==> config.mk <==
export PLATFORM = sky130hd
export DESIGN_NAME = ens_vote_argmax
export DESIGN_NICKNAME = d
export VERILOG_FILES = /design/src/rtl/ens_vote_pkg.sv /design/src/rtl/ens_argmax_tree.sv /design/src/rtl/ens_vote_argmax.sv
export SDC_FILE = /design/constraint.sdc
export NUM_CORES = 1
export LEC_CHECK = 0
export ABC_CLOCK_PERIOD_IN_PS = 31300
export BUFFER_PORTS_ARGS = -buffer_cell sky130_fd_sc_hd__buf_2
export CORE_MARGIN = 1
export CORE_UTILIZATION = 50
export DETAILED_ROUTE_END_ITERATION = 6
export PLACE_DENSITY = 0.72
export SLEW_MARGIN = 40
export SYNTH_ARGS = -nofsm -noshare
export SYNTH_HDL_FRONTEND = slang
export SYNTH_SLANG_ARGS = --single-unit
==> constraint.sdc <==
create_clock -name clk -period 31.3 [get_ports clk]
set_input_delay 1.565 -clock clk [delete_from_list [all_inputs] [get_ports clk]]
set_output_delay 1.565 -clock clk [all_outputs]
set_load 0.01 [all_outputs]
==> src/rtl/ens_vote_pkg.sv <==
// Shared types for the ensemble vote stage: default sizes, width helpers,
// the per-class vote-count array and the argmax result bundle.
package ens_vote_pkg;

    localparam int NUM_CLASSES_D = 10;
    localparam int ENS_D         = 4;

    function automatic int cnt_w(input int ens);
        return $clog2(ens + 1);
    endfunction

    function automatic int idx_w(input int nc);
        return (nc > 1) ? $clog2(nc) : 1;
    endfunction

    localparam int CNT_W_D = cnt_w(ENS_D);
    localparam int IDX_W_D = idx_w(NUM_CLASSES_D);

    typedef logic [NUM_CLASSES_D-1:0][CNT_W_D-1:0] cnt_arr_t;

    typedef struct packed {
        logic [IDX_W_D-1:0] cls;
        logic [CNT_W_D-1:0] count;
        logic               novote;
        logic               tie;
    } result_t;

endpackage

==> src/rtl/ens_argmax_tree.sv <==
// Combinational argmax over per-class vote counts; ties go to the lowest
// class index, and all-zero counts report novote.
module ens_argmax_tree
    import ens_vote_pkg::*;
(
    input  cnt_arr_t counts,
    output result_t  res
);

    logic [IDX_W_D-1:0] best;
    logic [CNT_W_D-1:0] top_cnt;
    logic               dup;

    always_comb begin
        best    = '0;
        top_cnt = counts[0];
        dup     = 1'b0;
        // strict > keeps the earliest class on equal counts
        for (int c = 1; c < NUM_CLASSES_D; c++) begin
            if (counts[c] > top_cnt) begin
                top_cnt = counts[c];
                best    = IDX_W_D'(c);
                dup     = 1'b0;
            end else if (counts[c] == top_cnt) begin
                dup = 1'b1;
            end
        end
        res.cls    = best;
        res.count  = top_cnt;
        res.novote = (top_cnt == '0);
        res.tie    = dup && (top_cnt != '0);
    end

endmodule

==> src/rtl/ens_vote_argmax.sv <==
// Two-stage ensemble vote: S1 popcounts per class, S2 argmax result.
// Optional statistics counters are enabled with ENS_VOTE_STATS_EN.
module ens_vote_argmax
    import ens_vote_pkg::*;
#(
    parameter  int NUM_CLASSES = NUM_CLASSES_D,
    parameter  int ENS         = ENS_D,
    parameter  int STAT_W      = 32,
    localparam int CNT_W       = cnt_w(ENS),
    localparam int IDX_W       = idx_w(NUM_CLASSES)
) (
    input  logic                     clk,
    input  logic                     rst_n,
    input  logic                     in_valid,
    output logic                     in_ready,
    input  logic [NUM_CLASSES*ENS-1:0] in_votes,
    output logic                     out_valid,
    input  logic                     out_ready,
    output logic [IDX_W-1:0]         out_class,
    output logic [CNT_W-1:0]         out_count,
    output logic                     out_novote,
    output logic                     out_tie
`ifdef ENS_VOTE_STATS_EN
    ,
    input  logic                     stat_clr,
    output logic [STAT_W-1:0]        stat_samples,
    output logic [STAT_W-1:0]        stat_ties
`endif
);

    logic     adv;
    logic     s1_valid;
    logic     s2_valid;
    cnt_arr_t pop;
    cnt_arr_t s1_cnt;
    result_t  res;
    result_t  s2_res;

    // one global advance: every stage moves or every stage holds
    assign adv      = !s2_valid || out_ready;
    assign in_ready = adv;

    always_comb begin
        pop = '0;
        for (int c = 0; c < NUM_CLASSES; c++) begin
            for (int e = 0; e < ENS; e++) begin
                pop[c] = pop[c] + CNT_W'(in_votes[e*NUM_CLASSES+c]);
            end
        end
    end

    always_ff @(posedge clk or negedge rst_n) begin
        if (!rst_n) begin
            s1_valid <= 1'b0;
            s2_valid <= 1'b0;
        end else if (adv) begin
            s1_valid <= in_valid;
            s2_valid <= s1_valid;
        end
    end

    always_ff @(posedge clk) begin
        if (adv) begin
            s1_cnt <= pop;
        end
    end

    ens_argmax_tree u_argmax (
        .counts (s1_cnt),
        .res    (res)
    );

    // S2 data is reset so the ports read zero out of reset
    always_ff @(posedge clk or negedge rst_n) begin
        if (!rst_n) begin
            s2_res <= '0;
        end else if (adv) begin
            s2_res <= res;
        end
    end

    assign out_valid  = s2_valid;
    assign out_class  = s2_res.cls;
    assign out_count  = s2_res.count;
    assign out_novote = s2_res.novote;
    assign out_tie    = s2_res.tie;

`ifdef ENS_VOTE_STATS_EN
    logic out_hs;

    assign out_hs = s2_valid && out_ready;

    always_ff @(posedge clk or negedge rst_n) begin
        if (!rst_n) begin
            stat_samples <= '0;
            stat_ties    <= '0;
        end else if (stat_clr) begin
            stat_samples <= '0;
            stat_ties    <= '0;
        end else if (out_hs) begin
            if (!(&stat_samples)) begin
                stat_samples <= stat_samples + 1'b1;
            end
            if (s2_res.tie && !(&stat_ties)) begin
                stat_ties <= stat_ties + 1'b1;
            end
        end
    end
`endif

endmodule

# == Word level (Yosys, flattened, before mapping) ==
# Cells that the tools add are included.
# totals
reg_bits,41
ramBits,0
elab_cells,105
latchBits,0
n_memories,0
out_inout_bits,11
mem_bits_ro,0
# classes
n_shift,0
div_mod_pow,0
bitwise_logic,0
eq_ne,9
multipliers,0
muxes,36
order_cmp,9
n_reduce_logical,5
n_addsub,30
# op_table
cell,n
3-bit 2-to-1 mux,13
2-bit by 1-bit adder with 3-bit output,10
3-bit by 1-bit adder with 3-bit output,10
3-bit == test,9
3-bit greater-than comparator,9
1-bit by 1-bit adder with 2-bit output,10
1-bit 2-to-1 mux,19
4-bit 2-to-1 mux,2
2-bit 2-to-1 mux,2
3-bit zero test,1
3-bit nonzero test,1
1-bit logical AND,1
1-bit zero test,1
1-bit logical OR,1

# == Logic depth before layout (Yosys ltp) ==
# logic_depth
depth_word,20
ltp_mapped,65

# == Cells and area by module ==
# From an unflattened synthesis, not the netlist that was laid out.
# unflattened
cells_unflattened,322
area_unflattened_um2,3309.4
# modules_own_cells
module,cells_per_inst,seq_area_each_um2,instances,area_per_inst_um2
ens_vote_argmax,134,1176.1,1,1988.2
ens_argmax_tree,188,0.0,1,1321.3

# == Worst setup path before layout ==
# Ideal clock, no wire load.
# synth_timing
path_type,register to register
startpoint,register s1_cnt[2] (netlist name)
endpoint,register s2_res (netlist bit out_tie)
slack_ns,19.777
setup_time_ns,0.121
stages_incl_launch_ff,59
period_less_slack_ns,11.523
t_arrival_ns,11.402
cell_sequence,edfxtp_1 inv_1 ha_1 nand3_1 mux2_2 and3_1 ha_1 and3_1 a21o_1 a41oi_1 inv_1 ha_1 nor2b_1 o21a_1 maj3_2 mux2i_1 ha_1 nor2b_1 [... 23 more ...] o21a_1 o211ai_1 o31ai_1 mux2_2 ha_1 nor2b_1 o21a_1 o21a_1 clkbuf_1 mux2_2 ha_1 nand3_1 a21boi_1 a221oi_1 a21oi_1 a31oi_1 or3b_1 o22a_1
# synth_via
elab_chain_cells,20
word_cells_on_any_way,47
cone_classes,order compare (9); eq/ne (9); mux (27); reduce/logical (2)
# synth_rtl
element,line_no,text
from (decl),ens_vote_argmax.sv:35,cnt_arr_t s1_cnt;
from (signal assigned),ens_vote_argmax.sv:64,s1_cnt <= pop;
3-bit greater-than comparator or 3-bit == test (tied branches),"ens_argmax_tree.sv:20, ens_argmax_tree.sv:24",
3-bit 2-to-1 mux or 1-bit 2-to-1 mux (tied branches),"ens_argmax_tree.sv:20, ens_argmax_tree.sv:24",
3-bit greater-than comparator (tied with other cells),ens_argmax_tree.sv:20,if (counts[c] > top_cnt) begin
3-bit 2-to-1 mux or 1-bit 2-to-1 mux (tied branches),"ens_argmax_tree.sv:20, ens_argmax_tree.sv:24",
3-bit greater-than comparator (tied with other cells),ens_argmax_tree.sv:20,
3-bit 2-to-1 mux or 1-bit 2-to-1 mux (tied branches),"ens_argmax_tree.sv:20, ens_argmax_tree.sv:24",
3-bit greater-than comparator (tied with other cells),ens_argmax_tree.sv:20,
3-bit 2-to-1 mux or 1-bit 2-to-1 mux (tied branches),"ens_argmax_tree.sv:20, ens_argmax_tree.sv:24",
[... 4 more ...],--,
3-bit greater-than comparator (tied with other cells),ens_argmax_tree.sv:20,
3-bit 2-to-1 mux or 1-bit 2-to-1 mux (tied branches),"ens_argmax_tree.sv:20, ens_argmax_tree.sv:24",
3-bit greater-than comparator (tied with other cells),ens_argmax_tree.sv:20,
3-bit 2-to-1 mux or 1-bit 2-to-1 mux (tied branches),"ens_argmax_tree.sv:20, ens_argmax_tree.sv:24",
3-bit greater-than comparator (tied with other cells),ens_argmax_tree.sv:20,
3-bit 2-to-1 mux or 1-bit 2-to-1 mux (tied branches),"ens_argmax_tree.sv:20, ens_argmax_tree.sv:24",
3-bit nonzero test or 1-bit 2-to-1 mux (tied branches),"ens_argmax_tree.sv:31, ens_argmax_tree.sv:20",
1-bit logical AND *,ens_argmax_tree.sv:31,res.tie = dup && (top_cnt != '0);
to (signal assigned),ens_vote_argmax.sv:78,s2_res <= res;
to (decl),ens_vote_argmax.sv:37,result_t s2_res;
# Mark *: on every way between the ends. The rest lies on a longest branch, timed or not.
# A chain may end at the register's enable or synchronous reset.

# == Final worst setup path ==
# Ends and elaborated chain as after synthesis.

==> impl_metrics.json <==
{
  "rsz0062_at_grt": "false",
  "setup_violations": 0,
  "fin_crit_sh_pct": 42.5,
  "synth_largest_area_cell": "edfxtp_1",
  "synthCells": 342,
  "netlist_area_um2": 3300,
  "initial_core_util_pct": 52.0,
  "hold_violations": 0,
  "dp_hpwl_mm": 4.97,
  "cpMaxStageDelayCell": "o31ai_1",
  "wl_per_cell_um": 13.0,
  "drt_iter0_markers": 105,
  "outcome": "complete, no violations",
  "synth_cell_types": 58,
  "crit_family": "compound AO/OA/AOI/OAI gates",
  "slew_viol_final": 0,
  "synthTopCellsByArea": "edfxtp_1, ha_1, dfrtp_1",
  "synth_top_area_share_pct": 27.3,
  "cap_violations": 0,
  "area.growth.synth_to_final_pct": 14.0,
  "die-area_um2": 6930,
  "wl_mm": 6.19,
  "critPathBufInv": 3,
  "clk_pin_slew_worst_paths_ps": 80,
  "yosysWarningCount": 0,
  "insertedDiodeCount": 0,
  "hold_ws_ps": 468,
  "layout.cells.most_common": "inv_1",
  "grtUsageTotal_pct": 19.4,
  "cp_common_cell": "ha_1",
  "firstDrtPassIters": 4,
  "grt_pass1_vias": 2550,
  "clk_path_buf_depth": 2,
  "grt_max_degree": 39,
  "fmax_mhz": 75.2,
  "hold_path_class": "reg2reg",
  "seq_area_frac_synth_pct": 35.6,
  "period_needed_ps": 13300,
  "synth_enable_flop_cells": 30,
  "worstMarginPinSlew_ps": 728,
  "core_um2": 6350,
  "async_flop_share_pct": 26.8,
  "grt_first_pass_wirelength_mm": 11.0,
  "avgSynthCellArea_um2": 9.65,
  "skew_ps": 8.32,
  "crit_path_end_kind": "flip-flop",
  "clkLatencyLatePin_ps": 300,
  "fp.dieH_um": 83.2,
  "cts_resized": 0,
  "vias": 2570,
  "final.setup.tns_ps": 0,
  "io_pins": 55,
  "overflow": 0,
  "synthFlopType": "edfxtp_1",
  "drive_above_1_share_pct": 20.4,
  "num_rows": 29,
  "die_w_um": 83.2,
  "ant_nets": 0,
  "clock_sinks": 41,
  "gp_congestion": 0.874,
  "crit_type": "reg2reg",
  "crit_fanout": 11,
  "viasPerCell": 5.38,
  "cp_slowest_stage_delay_ps": 590,
  "critPathLaunchType": "flip-flop",
  "post_cts_buffers": 0,
  "numPortBuffers": 54,
  "syn-num-nets": 438,
  "slew_headroom_pct": 51.2,
  "crit_arrival_ps": 13490,
  "cts_tree": "built",
  "cts_hold_buf": 0,
  "antenna_found_initial": 0,
  "nets": 496,
  "htree_levels": 2,
  "ctsRootBufferMaster": "clkbuf_8",
  "route.detailed.drc": 0,
  "ys_seq_elements": 41,
  "crit_required_ps": 31500,
  "cts_made_buffers": 5,
  "final_cell_mix": "inv_1, buf_2, ha_1"
}
==> layout make-up <==
type                            count  area (µm²)
Fill cell                         564        2590
Tap cell                           77        96.3
Inverter                           73         274
Clock inverter                      2        15.0
Sequential cell                    41        1180
Clock buffer                        6        93.8
Timing Repair Buffer               55         278
Multi-Input combinational cell    224        1830
==> state kept, by name, summed over array words and instances, names as in the netlist <==
register / count
out_tie: 1
s1_cnt: 30
out_count: 3
out_class: 4
out_valid: 1
s1_valid: 1
out_novote: 1
==> cells in the mapped netlist, types with 2 or more instances <==
library cell	instances
a21oi_2	3
a21oi_1	12
clkbuf_1	3
mux2_2	6
and3_1	2
edfxtp_1	30
xnor2_1	3
nand2b_1	3
maj3_1	2
o2111ai_1	4
fa_1	10
nor2b_1	8
dfrtp_1	11
a31oi_1	8
o21bai_1	3
nand3_1	6
inv_1	72
nor2_1	23
a21o_1	2
a221oi_1	2
nand2_1	29
ha_1	42
o31ai_1	4
o211ai_1	4
o21a_1	7
o21ai_0	11
==> tightest hold or removal path, cell delays in order, from the launching register on <==
cell	delay [ps]
dfrtp_1	340
nand2_1	50
nand2_1	50
==> final timing paths <==
check | from | end | slack (ps) | depth (start not counted)
min reg2reg | out_count[0] | out_count[0] | 470 | 2
max in group asynchronous | rst_n | out_tie | 30000 | 1
min in group asynchronous | rst_n | out_class[0] | 1110 | 1
max | s1_cnt[2] | out_tie | 18000 | 58
max reg2reg | s1_cnt[2] | out_tie | 18000 | 58
min | out_count[0] | out_count[0] | 470 | 2
==> metal layers <==
metal | vias to the layer above | track usage [%] | part of all wire (%) | wire length, µm
met5 | - | 0 | 0 | 0
met4 | 0 | 6.74 | 1.7 | 103
met3 | 11 | 4.37 | 4.6 | 287
met2 | 61 | 31.0 | 46 | 2830
met1 | 1193 | 26.0 | 48 | 2970
li1 | 1305 | - | - | -
==> per-stage QoR <==
stage,setup slack [ps],utilization (%),area [µm²],instances
floorplan,19780,-,3300,342
global placement,18520,57.5,3650,470
detailed placement,18180,57.5,3650,470
CTS,18160,59.2,3760,478
global route,16850,59.2,3760,478
finish,18000,59.2,3760,478
==> cells by family (layout without fill, tap and decap cells) <==
kind of cell | after synthesis | in the layout | synth area share [%]
DFF | 41 | 41 | 35.6
xor gates and xnor gates | 3 | 3 | 0.797
adders and majority gates | 55 | 55 | 22.9
buffers and inverters | 77 | 136 | 8.99
muxes | 7 | 7 | 2.35
AOI/OAI and AO/OA | 79 | 79 | 17.8
and+or+nand+nor | 80 | 80 | 11.5
Power is not shown: default switching activity piles up to over one toggle a cycle in this logic, so the estimate is an artifact.
